`config.mk`:
```
export PLATFORM = sky130hd
export DESIGN_NAME = core_seq_ctrl
export DESIGN_NICKNAME = d
export VERILOG_FILES = /design/src/rtl/core_seq_ctrl.sv
export SDC_FILE = /design/constraint.sdc
export NUM_CORES = 1
export LEC_CHECK = 0
export CAP_MARGIN = 20
export CORE_MARGIN = 3
export CORE_UTILIZATION = 45
export CTS_CLUSTER_SIZE = 25
export DETAILED_ROUTE_END_ITERATION = 8
export PLACE_DENSITY = 0.65
export RECOVER_POWER = 25
export SKIP_LAST_GASP = 1
export SLEW_MARGIN = 20
export SYNTH_ARGS = -nofsm -noshare
export SYNTH_HDL_FRONTEND = slang
export SYNTH_SLANG_ARGS = --single-unit
```
`constraint.sdc`:
```
create_clock -name clk -period 6.3 [get_ports clk]
set_input_delay 1.26 -clock clk [delete_from_list [all_inputs] [get_ports clk]]
set_output_delay 1.26 -clock clk [all_outputs]
set_load 0.1 [all_outputs]
```
`src/rtl/core_seq_ctrl.sv`:
```
// core_seq_ctrl: drives the core inst bus through one full tile per start pulse.
// Latency: inst/busy/done are registered. The first weight read is one cycle after start; done is 66 cycles after start at row=col=n_act=8.
// Backpressure: OUT issues a psum write only after a cycle with ofifo_valid high, otherwise it stalls on the idle value with no timeout.
module core_seq_ctrl #(
   parameter int row     = 8,
   parameter int col     = 8,
   parameter int addr_bw = 11,
   parameter int cnt_bw  = 8
) (
   input  logic               clk,
   input  logic               reset,
   input  logic               start,
   input  logic               acc_en,
   input  logic [addr_bw-1:0] w_base,
   input  logic [addr_bw-1:0] x_base,
   input  logic [addr_bw-1:0] p_base,
   input  logic [cnt_bw-1:0]  n_act,
   input  logic               ofifo_valid,
   output logic [33:0]        inst,
   output logic               busy,
   output logic               done
);

   typedef enum logic [3:0] {
      S_IDLE, S_SKIP, S_WRD, S_WLD, S_GAP, S_ARD, S_EXE, S_DRN, S_OUT, S_DONE
   } state_t;

   // Idle value: both SRAM CEN/WEN high (inactive), everything else low.
   localparam logic [33:0]       INST_IDLE = 34'h1_800C_0000;
   localparam logic [cnt_bw-1:0] WRD_LAST  = cnt_bw'(row - 1);
   localparam logic [cnt_bw-1:0] LD_LAST   = cnt_bw'(row + col - 1);

   state_t             state, state_nxt;
   logic [cnt_bw-1:0]  cnt, cnt_nxt;   // cycle index k within the current phase
   logic [cnt_bw-1:0]  j, j_nxt;       // psum writes issued so far
   logic [cnt_bw-1:0]  n_q;
   logic [addr_bw-1:0] w_q, x_q, p_q, w_b;
   logic               acc_q, acc_b, wr_nxt;
   logic [33:0]        inst_nxt;

   // Next state, counters and the instruction for the coming cycle.
   // inst is computed from the state being entered, so it is aligned with state.
   always_comb begin
      state_nxt = state;
      cnt_nxt   = cnt;
      j_nxt     = j;
      inst_nxt  = INST_IDLE;
      wr_nxt    = 1'b0;
      // Bases are latched at the same edge that leaves IDLE, so use the live inputs then.
      w_b       = (state == S_IDLE) ? w_base : w_q;
      acc_b     = (state == S_IDLE) ? acc_en : acc_q;

      case (state)
         S_IDLE: if (start) begin
            cnt_nxt   = '0;
            j_nxt     = '0;
            state_nxt = (n_act == '0) ? S_SKIP : S_WRD;
         end
         S_SKIP: state_nxt = S_DONE;
         S_WRD: if (cnt == WRD_LAST) begin state_nxt = S_WLD; cnt_nxt = '0; end
                else cnt_nxt = cnt + cnt_bw'(1);
         S_WLD: if (cnt == LD_LAST) begin state_nxt = S_GAP; cnt_nxt = '0; end
                else cnt_nxt = cnt + cnt_bw'(1);
         S_GAP: begin state_nxt = S_ARD; cnt_nxt = '0; end
         S_ARD: if (cnt == n_q - cnt_bw'(1)) begin state_nxt = S_EXE; cnt_nxt = '0; end
                else cnt_nxt = cnt + cnt_bw'(1);
         S_EXE: if (cnt == n_q - cnt_bw'(1)) begin state_nxt = S_DRN; cnt_nxt = '0; end
                else cnt_nxt = cnt + cnt_bw'(1);
         S_DRN: if (cnt == LD_LAST) begin state_nxt = S_OUT; cnt_nxt = '0; end
                else cnt_nxt = cnt + cnt_bw'(1);
         S_OUT: if (j == n_q) state_nxt = S_DONE;
         S_DONE: state_nxt = S_IDLE;
         default: state_nxt = S_IDLE;
      endcase

      // ofifo_valid is sampled here, so a write lands in the cycle after valid was seen.
      wr_nxt = (state_nxt == S_OUT) && ofifo_valid && (j != n_q);
      if (wr_nxt) j_nxt = j + cnt_bw'(1);

      if (state_nxt != S_IDLE) begin
         inst_nxt[33] = acc_b;
         // xmem data appears one cycle after the read, so l0_wr trails any read cycle.
         inst_nxt[2]  = ~inst[19];
      end

      case (state_nxt)
         S_WRD: begin
            inst_nxt[19]   = 1'b0;
            inst_nxt[17:7] = w_b + addr_bw'(cnt_nxt);
         end
         S_WLD: begin
            inst_nxt[3] = 1'b1;
            inst_nxt[0] = 1'b1;
         end
         S_ARD: begin
            inst_nxt[19]   = 1'b0;
            inst_nxt[17:7] = x_q + addr_bw'(cnt_nxt);
         end
         S_EXE: begin
            inst_nxt[3] = 1'b1;
            inst_nxt[1] = 1'b1;
         end
         S_OUT: if (wr_nxt) begin
            inst_nxt[32]    = 1'b0;
            inst_nxt[31]    = 1'b0;
            inst_nxt[30:20] = p_q + addr_bw'(j);
            inst_nxt[6]     = 1'b1;
         end
         default: ;
      endcase
   end

   // State, counters, latched tile parameters and registered outputs; reset aborts at once.
   always_ff @(posedge clk or posedge reset) begin
      if (reset) begin
         state <= S_IDLE;
         cnt   <= '0;
         j     <= '0;
         n_q   <= '0;
         w_q   <= '0;
         x_q   <= '0;
         p_q   <= '0;
         acc_q <= 1'b0;
         inst  <= INST_IDLE;
         busy  <= 1'b0;
         done  <= 1'b0;
      end else begin
         state <= state_nxt;
         cnt   <= cnt_nxt;
         j     <= j_nxt;
         inst  <= inst_nxt;
         busy  <= (state_nxt != S_IDLE);
         done  <= (state_nxt == S_DONE);
         if (state == S_IDLE && start) begin
            w_q   <= w_base;
            x_q   <= x_base;
            p_q   <= p_base;
            n_q   <= n_act;
            acc_q <= acc_en;
         end
      end
   end

endmodule

```
After elaboration in Yosys (flattened, before gate mapping)
Cells that the tools add are included.
{"block": "word_totals", "word_cells": 80, "register_bits": 95}
{"block": "classes", "reduce_logical": 13, "muxes": 30, "bitwise_logic": 1, "n_eq_ne": 19, "addsub": 6}
{"cell": "$mux 8", "count": 7}
{"cell": "$pmux 8 s5", "count": 1}
{"cell": "$pmux 4 s9", "count": 1}
{"cell": "$add 11x8->11", "count": 3}
{"cell": "$mux 4", "count": 7}
{"cell": "$mux 13", "count": 2}
{"cell": "$eq 4x3->1 const B", "count": 6}
{"cell": "$pmux 11 s2", "count": 1}
{"cell": "$add 8x1->8 const B", "count": 2}
{"cell": "$eq 4x2->1 const B", "count": 4}
{"cell": "$eq 8x8->1", "count": 2}
{"cell": "$eq 4x4->1 const B", "count": 3}
{"cell": "$mux 11", "count": 1}
{"cell": "$mux 1", "count": 9}
{"cell": "$eq 8x3->1 const B", "count": 1}
{"cell": "$eq 8x4->1 const B", "count": 1}
{"cell": "$logic_not 8->1", "count": 1}
{"cell": "$ne 8x8->1", "count": 1}
{"cell": "$reduce_or 2->1", "count": 4}
{"cell": "$sub 8x1->8 const B", "count": 1}
{"cell": "$eq 4x1->1 const B", "count": 1}
{"cell": "$logic_not 4->1", "count": 1}
{"cell": "$reduce_bool 2->1", "count": 2}
{"cell": "$reduce_bool 4->1", "count": 1}
{"cell": "4 further kinds", "count": 6}

Depth between registers and ports, before layout
Gate-level depths: netlist of run 1.
{"block": "logic_depth", "word_depth": 9, "depth_mapped": 21, "ltp_nobuf": 19}

Least setup slack after synthesis of run 1
Ideal clock, no wire load.
{"block": "synth_timing", "kind": "input to register", "from": "input n_act[3]", "to": "register inst[17]", "path_slack_ns": 1.742, "n_path_buf": 1, "setup_time_ns": 0.128, "stages": 17, "arrival_ns": 4.431, "path_cell_list": "nor4_1 > nand4b_1 > a221oi_1 > a311o_1 > a21oi_1 > buf_2 > mux2_2 > ha_1 > inv_1 > fa_1 > nor2b_1 > o21ai_0 > a21oi_1 > o41ai_1 > nor2_1 > xnor2_1 > o22ai_1"}
{"block": "synth_via", "elab_chain_cells": 6, "word_cells_on_any_way": 7}
{"item": "start: declaration", "line_no": "17", "text": "input logic [cnt_bw-1:0] n_act,"}
{"item": "$logic_not 8->1 *", "line_no": "57", "text": "state_nxt = (n_act == '0) ? S_SKIP : S_WRD;"}
{"item": "$mux 2 *", "line_no": "57"}
{"item": "$mux 4 *", "line_no": "54", "text": "S_IDLE: if (start) begin"}
{"item": "$pmux 4 s9 *", "line_no": "53", "text": "case (state)"}
{"item": "$eq 4x3->1 or $eq 4x2->1 (tied branches)", "line_no": "86", "text": "case (state_nxt)"}
{"item": "$pmux 11 s2 *", "line_no": "86"}
{"item": "net inst_nxt[17]", "line_no": "39", "text": "logic [33:0] inst_nxt;"}
{"item": "end signal: assignment", "line_no": "131", "text": "inst <= inst_nxt;"}
{"item": "end: declaration", "line_no": "19", "text": "output logic [33:0] inst,"}
The timed path passes the listed nets; every way through them passes the cells marked *.
A chain may end at the register's enable or synchronous reset.

Worst setup path in the final report of run 1
Ends and elaborated chain as after synthesis.

==> results of run 1 <==
[worst paths after layout]
| kind | start | endpoint | slack, ns | cells past startpoint |
|---|---|---|---|---|
| setup / recovery | n_act[3] | inst[17] | 0.91 | 18 |
| hold / removal | w_q[0] | w_q[0] | 0.50 | 1 |
| setup reg to reg | n_q[0] | inst[17] | 1.03 | 20 |
| hold reg to reg | w_q[0] | w_q[0] | 0.50 | 1 |
| max in group asynchronous | reset | inst[32] | 2.85 | 3 |
| min in group asynchronous | reset | p_q[10] | 2.08 | 2 |
[kinds of logic (layout without fill, tap and decap cells)]
family / after synthesis / count (layout) / synth area share
and+or+nand+nor: 150 / 150 / 0.146
AOI/OAI and AO/OA: 94 / 94 / 0.119
DFF: 94 / 94 / 0.439
muxes: 67 / 67 / 0.138
xor gates and xnor gates: 42 / 42 / 0.0686
buffers and inverters: 41 / 112 / 0.0354
adders and majority gates: 21 / 21 / 0.0518
other: 2 / 3 / 0.00140
[metrics by stage]
| step | total power [W] | cells | instance area, um2 |
|---|---|---|---|
| after floorplan | 0.00229 | 512 | 5370 |
| after CTS | 0.00326 | 726 | 6560 |
| after global routing | 0.00345 | 726 | 6550 |
| after detailed placement | 0.00265 | 711 | 6230 |
| final | 0.00323 | 726 | 6550 |
| after global placement | 0.00261 | 711 | 6230 |
[metal layers]
layer,part of all wire,GRT usage
met2,0.49,0.311
met3,0.049,0.0505
met1,0.45,0.260
met5,0,0
met4,0.014,0.0603
[registers in the layout, summed over array words and instances (netlist names)]
name   cells
busy       1
cnt        8
w_q       11
acc_q      1
n_q        8
x_q       11
state      4
done       1
j          8
inst      30
p_q       11
[power by group through the flow]
| stage | clock (W) | sequential, W | combinational, W |
|---|---|---|---|
| final | 0.000587 | 0.00102 | 0.00163 |
| after global placement | 0 | 0.00102 | 0.00159 |
| after floorplan | 0 | 0.00132 | 0.000973 |
| after global routing | 0.000625 | 0.00105 | 0.00178 |
| after detailed placement | 0 | 0.00103 | 0.00162 |
| after CTS | 0.000600 | 0.00102 | 0.00164 |
[synth_stat cells (all sizes together) (3+ instances only)]
master / instances / share of area
a211oi: 8 / 0.011
a21o: 7 / 0.0098
a21oi: 29 / 0.028
and2: 6 / 0.0070
and3: 7 / 0.0082
buf: 16 / 0.018
clkbuf: 10 / 0.0070
dfrtp: 92 / 0.43
ha: 19 / 0.044
inv: 15 / 0.010
mux2: 56 / 0.12
mux2i: 11 / 0.021
nand2: 30 / 0.021
nand2b: 7 / 0.0082
nand3: 11 / 0.010
nand4: 5 / 0.0058
nor2: 39 / 0.028
nor2b: 5 / 0.0072
nor3: 15 / 0.014
nor4: 7 / 0.012
o21ai: 17 / 0.016
o21bai: 3 / 0.0042
o22ai: 5 / 0.0070
o31ai: 3 / 0.0068
or2: 6 / 0.0070
or3: 4 / 0.0047
xnor2: 28 / 0.046
xor2: 14 / 0.023
[cell type report]
type / instances / area share
Sequential cell: 94 / 0.360
Inverter: 15 / 0.00879
Multi-Input combinational cell: 377 / 0.431
Tap cell: 143 / 0.0273
Timing Repair Buffer: 82 / 0.124
Clock inverter: 4 / 0.0107
Clock buffer: 11 / 0.0386
[critical path, delay by kind of cell]
family                   cells  cell delay (ns)
AO/OA/AOI/OAI                7             1.89
XOR/XNOR                     1             0.18
adder cells (fa/ha/maj)      2             0.41
buffers and inverters        3             0.71
multiplexers                 1             0.29
AND/OR/NAND/NOR              4             0.86
[placed cells by master, fill, tap and decap left out, drive strengths merged, types with 8 or more instances in the layout]
cell type	n
dfrtp	92
ha	19
a211oi	8
o21ai	17
clkdlybuf4s50	77
clkbuf	11
nor3	15
xor2	14
mux2	56
nand2	30
mux2i	11
inv	14
nand3	11
xnor2	28
nor2	39
a21oi	29
==> report_table.html, run 1 <==
<table>
<tr><th>Metric</th><th>Value</th></tr>
<tr><th colspan="2">Floorplanning</th></tr>
<tr><td>Core outline area</td><td>11500 um2</td></tr>
<tr><td>Starting Density</td><td>0.466</td></tr>
<tr><td>Placement row count</td><td>39</td></tr>
<tr><td>Vertical extent of the die</td><td>115 um</td></tr>
<tr><td>Die outline area</td><td>13300 um2</td></tr>
<tr><td>Die width</td><td>115 um</td></tr>
<tr><td>I/O pin count</td><td>82</td></tr>
<tr><th colspan="2">Synth</th></tr>
<tr><td>Post-synth ARST share</td><td>1.00</td></tr>
<tr><td>Mean Syn Cell Area</td><td>10.5 um2</td></tr>
<tr><td>Sequential share of the synthesized area</td><td>0.439</td></tr>
<tr><td>Cells after Synth</td><td>511</td></tr>
<tr><td>Count of distinct cell types in the synthesized netlist</td><td>69</td></tr>
<tr><td>Number of flip-flops and latches in the synthesized netlist</td><td>94</td></tr>
<tr><td>Warnings, synthesis</td><td>0</td></tr>
<tr><td>Area of the mapped netlist</td><td>5370 um2</td></tr>
<tr><td>Number of enable flip-flop cells after synthesis</td><td>0</td></tr>
<tr><td>Top_reg_cell synth</td><td>dfrtp_1</td></tr>
<tr><th colspan="2">Critical path</th></tr>
<tr><td>Arr. time, crit path</td><td>5.61 ns</td></tr>
<tr><td>Most frequent cell on the critical path</td><td>a21oi_1</td></tr>
<tr><td>Stage delay of the slowest cell on the critical path</td><td>0.72 ns</td></tr>
<tr><td>Worst setup SP type</td><td>input port</td></tr>
<tr><td>Crit Path Category</td><td>input port to register</td></tr>
<tr><td>Largest fanout on the critical path</td><td>21</td></tr>
<tr><td>Worst Setup End Kind</td><td>register</td></tr>
<tr><td>Crit path cell chain</td><td>clkdlybuf4s50_1 &gt; nor4_1 &gt; nand4b_1 &gt; a221oi_1 &gt; a311o_1 &gt; a21oi_1 &gt; buf_4 &gt; mux2_2 &gt; ha_1 &gt; inv_1 &gt; fa_1 &gt; nor2b_1 &gt; o21ai_0 &gt; a21oi_1 &gt; o41ai_1 &gt; nor3_1 &gt; xor2_1 &gt; o22ai_1</td></tr>
<tr><td>Critical path data required time</td><td>6.52 ns</td></tr>
<tr><td>Slowest cell on crit path</td><td>o41ai_1</td></tr>
<tr><th colspan="2">GRT</th></tr>
<tr><td>First-pass GRT wire length</td><td>20300 um</td></tr>
<tr><td>Number of antenna violations at the first check in global routing</td><td>0</td></tr>
<tr><td>Total congestion overflow</td><td>0</td></tr>
<tr><td>Maximum number of pins on one net before global-route repair</td><td>61</td></tr>
<tr><td>Total global routing track utilization</td><td>0.195</td></tr>
<tr><td>Number of global-route vias before repair</td><td>4139</td></tr>
<tr><th colspan="2">Pwr</th></tr>
<tr><td>Clock power share</td><td>0.182</td></tr>
<tr><td>Max VDD drop</td><td>0.432 mV</td></tr>
<tr><td>Part of the total power dissipated in sequential elements</td><td>0.315</td></tr>
<tr><td>Net switching component of the power</td><td>0.00137 W</td></tr>
<tr><td>Switching portion of total power</td><td>0.425</td></tr>
<tr><td>Combinational fraction of design power</td><td>0.503</td></tr>
<tr><td>Static leakage</td><td>2.78 nW</td></tr>
<tr><td>Areal power density over the cells</td><td>493 nW/um2</td></tr>
<tr><td>Internal power of the cells</td><td>0.00186 W</td></tr>
<tr><th colspan="2">Cells and area</th></tr>
<tr><td>Register cell area after layout</td><td>2350 um2</td></tr>
<tr><td>Layout-stage area growth over the synthesis result</td><td>22.1%</td></tr>
<tr><td>Number of antenna diodes</td><td>0</td></tr>
<tr><td>Final core occ</td><td>0.569</td></tr>
<tr><td>Multi-input combinational cell area</td><td>2830 um2</td></tr>
<tr><td>Share of final-layout standard cells stronger than drive strength 1</td><td>0.168</td></tr>
<tr><td>Number of fill cells in the layout</td><td>995</td></tr>
<tr><td>Nets</td><td>646</td></tr>
<tr><th colspan="2">Min path</th></tr>
<tr><td>Hold/Removal Path Class</td><td>register to register</td></tr>
<tr><th colspan="2">Status</th></tr>
<tr><td>Outcome</td><td>complete, but fails checks</td></tr>
<tr><td>Violations in the final reports</td><td>max-capacitance violations, max-slew violations</td></tr>
<tr><th colspan="2">Detailed routing</th></tr>
<tr><td>DRT Pass-1 Iters</td><td>5</td></tr>
<tr><td>Via total after detailed routing</td><td>4053</td></tr>
<tr><td>Post-DR vias/cell</td><td>5.58</td></tr>
<tr><td>Post-detailed-routing wire length</td><td>12200 um</td></tr>
<tr><td>Remaining antenna violation count</td><td>0</td></tr>
<tr><td>Post-detailed-route wirelength per cell</td><td>16.8 um</td></tr>
<tr><td>DRC violation count after routing</td><td>0</td></tr>
<tr><td>Number of design-rule violations left by the first detailed-router iteration</td><td>236</td></tr>
<tr><th colspan="2">Job</th></tr>
<tr><td>Number of max-capacitance violations reported</td><td>1</td></tr>
<tr><th colspan="2">Clock tree</th></tr>
<tr><td>Number of hold buffers added after cts</td><td>0</td></tr>
<tr><td>Clock network latency to the later pin of the worst-skew pair</td><td>0.35 ns</td></tr>
<tr><td>Num CTS Buffers</td><td>9</td></tr>
<tr><td>TritonCTS sink count</td><td>94</td></tr>
<tr><td>Clock transition at the registers of the reported paths</td><td>0.06 ns</td></tr>
<tr><td>Library cell used as clock root buffer</td><td>clkbuf_16</td></tr>
<tr><td>Clock tree from TritonCTS</td><td>yes</td></tr>
<tr><td>Maximum root-to-sink buffer count</td><td>2</td></tr>
<tr><td>Post_cts resized</td><td>0</td></tr>
<tr><td>Number of H-tree levels</td><td>3</td></tr>
<tr><td>Buffer count from post-CTS setup fixing</td><td>0</td></tr>
<tr><th colspan="2">Timing</th></tr>
<tr><td>Final Cycle Share</td><td>0.855</td></tr>
<tr><td>Highest achievable clock rate</td><td>0.186 GHz</td></tr>
<tr><td>Clock Skew</td><td>0.00634 ns</td></tr>
<tr><td>RSZ-0062 raised after global routing</td><td>false</td></tr>
<tr><td>Total negative setup slack</td><td>0 ns</td></tr>
<tr><td>Count of final setup violators</td><td>0</td></tr>
<tr><td>Final Max Slew Viols</td><td>61</td></tr>
<tr><td>Max_slew headroom</td><td>-0.722</td></tr>
<tr><td>Actual transition at the worst max-transition pin</td><td>2.57 ns</td></tr>
<tr><td>Worst Hold Margin</td><td>0.503 ns</td></tr>
<tr><td>Final Hold Viols</td><td>0</td></tr>
<tr><td>Post-layout minimum cycle time</td><td>5.39 ns</td></tr>
<tr><td>Final worst slack</td><td>0.914 ns</td></tr>
<tr><th colspan="2">Place</th></tr>
<tr><td>Gp weighted congestion</td><td>0.944</td></tr>
<tr><td>Worst slack, placed</td><td>0.618 ns</td></tr>
<tr><td>Port Buf Inserts</td><td>78</td></tr>
<tr><td>Half-perimeter wire length after detailed placement</td><td>8850 um</td></tr>
</table>
(Power assumes the default switching activity.)
==> run 2, diff against run 1 <==
--- a/config.mk
+++ b/config.mk
@@ -6,7 +6,7 @@
 export NUM_CORES = 1
 export LEC_CHECK = 0
 export CAP_MARGIN = 20
-export CORE_MARGIN = 3
+export CORE_MARGIN = 4
 export CORE_UTILIZATION = 45
 export CTS_CLUSTER_SIZE = 25
 export DETAILED_ROUTE_END_ITERATION = 8
==> constraint.sdc (replaced) <==
create_clock -name clk -period 6.3 [get_ports clk]
set_input_delay 0.945 -clock clk [delete_from_list [all_inputs] [get_ports clk]]
set_output_delay 0.945 -clock clk [all_outputs]
set_load 0.1 [all_outputs]
==> run 2 against run 1 <==
Compared with the run above:
- the run still ends with max-capacitance violations, max-slew violations left
- global-route usage is 0.54 points lower
- utilization fell by 0.64 points
- sequential share of layout area up 0.26 points
- via count fell by 2.6%
- critical path depth up 2
- highest routed layer unchanged
==> report_table.html, run 2 (same netlist as run 1, synthesis figures left out) <==
<table>
<tr><th>Metric</th><th>Value</th></tr>
<tr><th colspan="2">Status</th></tr>
<tr><td>Outcome</td><td>complete, but fails checks</td></tr>
<tr><td>Violations in the final reports</td><td>max-capacitance violations, max-slew violations</td></tr>
<tr><th colspan="2">Floorplanning</th></tr>
<tr><td>Core outline area</td><td>11600 um2 (+0.42%)</td></tr>
<tr><td>Die width</td><td>117 um (+1.7%)</td></tr>
<tr><td>Vertical extent of the die</td><td>117 um (+1.7%)</td></tr>
<tr><td>Placement row count</td><td>39 (unchanged)</td></tr>
<tr><td>Starting Density</td><td>0.464 (-0.00197)</td></tr>
<tr><td>Die outline area</td><td>13700 um2 (+3.5%)</td></tr>
<tr><td>I/O pin count</td><td>82 (unchanged)</td></tr>
<tr><th colspan="2">Cells and area</th></tr>
<tr><td>Cell Count, Final, Fillers Out</td><td>726 (unchanged)</td></tr>
<tr><td>Nets</td><td>646 (unchanged)</td></tr>
<tr><td>Number of antenna diodes</td><td>0 (unchanged)</td></tr>
<tr><td>Number of fill cells in the layout</td><td>1016 (+2.1%)</td></tr>
<tr><td>Share of final-layout standard cells stronger than drive strength 1</td><td>0.163 (-0.00515)</td></tr>
<tr><td>Register cell area after layout</td><td>2350 um2 (unchanged)</td></tr>
<tr><td>Most common cell after layout, fill and taps aside</td><td>dfrtp_1</td></tr>
<tr><td>Layout-stage area growth over the synthesis result</td><td>21.2%</td></tr>
<tr><td>Max FFs per register</td><td>30 (unchanged)</td></tr>
<tr><td>Most flop-heavy register</td><td>inst</td></tr>
<tr><td>Multi-input combinational cell area</td><td>2830 um2 (unchanged)</td></tr>
<tr><td>Most frequent cells in the layout</td><td>dfrtp_1, clkdlybuf4s50_1, mux2_2, nor2_1, nand2_1</td></tr>
<tr><td>Layout Cell Area excl Fill</td><td>6500 um2 (-0.71%)</td></tr>
<tr><th colspan="2">Clock tree</th></tr>
<tr><td>Number of H-tree levels</td><td>3 (unchanged)</td></tr>
<tr><td>Buffer count from post-CTS setup fixing</td><td>0 (unchanged)</td></tr>
<tr><td>Maximum root-to-sink buffer count</td><td>2 (unchanged)</td></tr>
<tr><td>Num CTS Buffers</td><td>9 (unchanged)</td></tr>
<tr><td>TritonCTS sink count</td><td>94 (unchanged)</td></tr>
<tr><td>Clock network latency to the later pin of the worst-skew pair</td><td>0.35 ns (about the same)</td></tr>
<tr><td>Post_cts resized</td><td>0 (unchanged)</td></tr>
<tr><td>Clock tree from TritonCTS</td><td>yes</td></tr>
<tr><td>Number of hold buffers added after cts</td><td>0 (unchanged)</td></tr>
<tr><td>Clock transition at the registers of the reported paths</td><td>0.06 ns (about the same)</td></tr>
<tr><td>Library cell used as clock root buffer</td><td>clkbuf_16</td></tr>
<tr><th colspan="2">GRT</th></tr>
<tr><td>Total global routing track utilization</td><td>0.189 (-0.00538)</td></tr>
<tr><td>Total congestion overflow</td><td>0 (unchanged)</td></tr>
<tr><td>Number of global-route vias before repair</td><td>4102 (-0.89%)</td></tr>
<tr><td>First-pass GRT wire length</td><td>20200 um (-0.75%)</td></tr>
<tr><td>Maximum number of pins on one net before global-route repair</td><td>64 (+4.9%)</td></tr>
<tr><td>Number of antenna violations at the first check in global routing</td><td>0 (unchanged)</td></tr>
<tr><th colspan="2">Place</th></tr>
<tr><td>Placement Cell Area</td><td>6230 um2 (unchanged)</td></tr>
<tr><td>Worst slack, placed</td><td>0.893 ns (+0.275 ns)</td></tr>
<tr><td>Port Buf Inserts</td><td>78 (unchanged)</td></tr>
<tr><td>Cell Count Post-Placement</td><td>711 (unchanged)</td></tr>
<tr><td>Half-perimeter wire length after detailed placement</td><td>8880 um (+0.30%)</td></tr>
<tr><td>Gp weighted congestion</td><td>0.959 (+1.6%)</td></tr>
<tr><th colspan="2">Detailed routing</th></tr>
<tr><td>DRT Pass-1 Iters</td><td>4 (-1)</td></tr>
<tr><td>Remaining antenna violation count</td><td>0 (unchanged)</td></tr>
<tr><td>Via total after detailed routing</td><td>3946 (-2.6%)</td></tr>
<tr><td>DRC violation count after routing</td><td>0 (unchanged)</td></tr>
<tr><td>Post-detailed-routing wire length</td><td>12100 um (-0.63%)</td></tr>
<tr><td>Post-detailed-route wirelength per cell</td><td>16.7 um (-0.63%)</td></tr>
<tr><td>Post-DR vias/cell</td><td>5.44 (-2.6%)</td></tr>
<tr><td>Number of design-rule violations left by the first detailed-router iteration</td><td>179 (-24%)</td></tr>
<tr><th colspan="2">Critical path</th></tr>
<tr><td>Critical path data required time</td><td>6.52 ns (about the same)</td></tr>
<tr><td>Largest fanout on the critical path</td><td>21 (unchanged)</td></tr>
<tr><td>Crit Path Category</td><td>register to register</td></tr>
<tr><td>Worst reg2reg path startpoint</td><td>n_q[0]</td></tr>
<tr><td>Worst Setup End Kind</td><td>register</td></tr>
<tr><td>Worst setup SP type</td><td>register</td></tr>
<tr><td>Launching instance or port of the critical path</td><td>n_q[0]</td></tr>
<tr><td>Arr. time, crit path</td><td>5.39 ns (-0.22 ns)</td></tr>
<tr><th colspan="2">Min path</th></tr>
<tr><td>Hold/Removal Path Class</td><td>register to register</td></tr>
<tr><td>Startpoint of the most critical hold path</td><td>x_q[5]</td></tr>
<tr><th colspan="2">Pwr</th></tr>
<tr><td>Internal power of the cells</td><td>0.00179 W (-3.6%)</td></tr>
<tr><td>Static leakage</td><td>2.75 nW (-1.1%)</td></tr>
<tr><td>Combinational fraction of design power</td><td>0.512 (+0.009)</td></tr>
<tr><td>Clock power share</td><td>0.165 (-0.017)</td></tr>
<tr><td>Switching portion of total power</td><td>0.432 (+0.00765)</td></tr>
<tr><td>Areal power density over the cells</td><td>486 nW/um2 (-1.6%)</td></tr>
<tr><td>Part of the total power dissipated in sequential elements</td><td>0.323 (+0.008)</td></tr>
<tr><td>Max VDD drop</td><td>0.403 mV (-6.5%)</td></tr>
<tr><td>Net switching component of the power</td><td>0.00137 W (-0.50%)</td></tr>
<tr><th colspan="2">Timing</th></tr>
<tr><td>Total negative setup slack</td><td>0 ns (unchanged)</td></tr>
<tr><td>Max_slew headroom</td><td>-0.685 (+0.0368)</td></tr>
<tr><td>Post-layout minimum cycle time</td><td>5.18 ns (-0.210 ns)</td></tr>
<tr><td>Final worst slack</td><td>1.12 ns (+0.210 ns)</td></tr>
<tr><td>Actual transition at the worst max-transition pin</td><td>2.53 ns (-0.0410 ns)</td></tr>
<tr><td>Final Hold Viols</td><td>0 (unchanged)</td></tr>
<tr><td>RSZ-0062 raised after global routing</td><td>false</td></tr>
<tr><td>Clock Skew</td><td>0.00994 ns (+0.00360 ns)</td></tr>
<tr><td>Worst Hold Margin</td><td>0.506 ns (+0.00303 ns)</td></tr>
<tr><td>Count of final setup violators</td><td>0 (unchanged)</td></tr>
<tr><td>Highest achievable clock rate</td><td>0.193 GHz (+4.1%)</td></tr>
<tr><td>Final Cycle Share</td><td>0.822 (-0.0333)</td></tr>
<tr><td>Final Max Slew Viols</td><td>109 (+79%)</td></tr>
<tr><th colspan="2">Job</th></tr>
<tr><td>Number of max-capacitance violations reported</td><td>2 (+1)</td></tr>
</table>
-- run 2: cell types whose count changed in the layout (fill, tap and decap cells not counted), moves of 2 or more --
| cell | before | now |
|---|---|---|
| buf_4 | 4 | 1 |
| bufinv_16 | 2 | 0 |
| clkbuf_1 | 0 | 3 |
| clkinv_2 | 2 | 0 |
-- run 2: area by class of cell --
type                    instances  area share
clock buffers                  13      0.0416
clock inverters                 2     0.00250
inverters                      15     0.00885
multi-input cells             377       0.434
flip-flops and latches         94       0.362
well taps                     143      0.0275
repair buffers                 82       0.123
-- run 2: through the flow --
step,power [W],util
6_report,0.00316,0.562
5_1_grt,0.00338,0.562
4_1_cts,0.00319,0.564
3_5_place_dp,0.00264,0.539
3_3_place_gp,0.00261,0.539
2_1_floorplan,0.00229,-
-- run 2: power groups by stage --
stage               clock network, W  logic (W)  registers [W]
finish                      0.000521    0.00162        0.00102
detailed placement                 0    0.00161        0.00103
global route                0.000565    0.00177        0.00105
CTS                         0.000537    0.00163        0.00102
floorplan                          0   0.000973        0.00132
global placement                   0    0.00159        0.00102
-- run 2: critical path: stages, from the launching register on --
cell,delay (ns)
dfrtp_1,0.44
inv_1,0.11
ha_1,0.21
or3b_1,0.49
o31ai_1,0.28
o211ai_1,0.20
nor3_1,0.35
a21oi_2,0.18
a21oi_1,0.18
buf_4,0.29
mux2_2,0.37
ha_1,0.22
inv_1,0.08
fa_1,0.20
nor2b_1,0.05
o21ai_0,0.20
a21oi_1,0.13
o41ai_1,0.67
nor2_1,0.14
xnor2_1,0.17
o22ai_1,0.09
-- run 2: per-layer routing --
metal,track usage,share of wire,up-vias
li1,-,-,1940
met2,0.300,0.47,85
met3,0.0365,0.042,17
met4,0.0772,0.021,0
met5,0,0,-
met1,0.256,0.47,1904
-- run 2: final timing paths --
path | slack (ns) | cells past startpoint | end
min reg2reg | 0.51 | 1 | x_q[5]
min in group asynchronous | 1.36 | 2 | x_q[6]
max reg2reg | 1.12 | 20 | inst[17]
min | 0.51 | 1 | x_q[5]
max | 1.12 | 20 | inst[17]
max in group asynchronous | 2.86 | 3 | n_q[5]
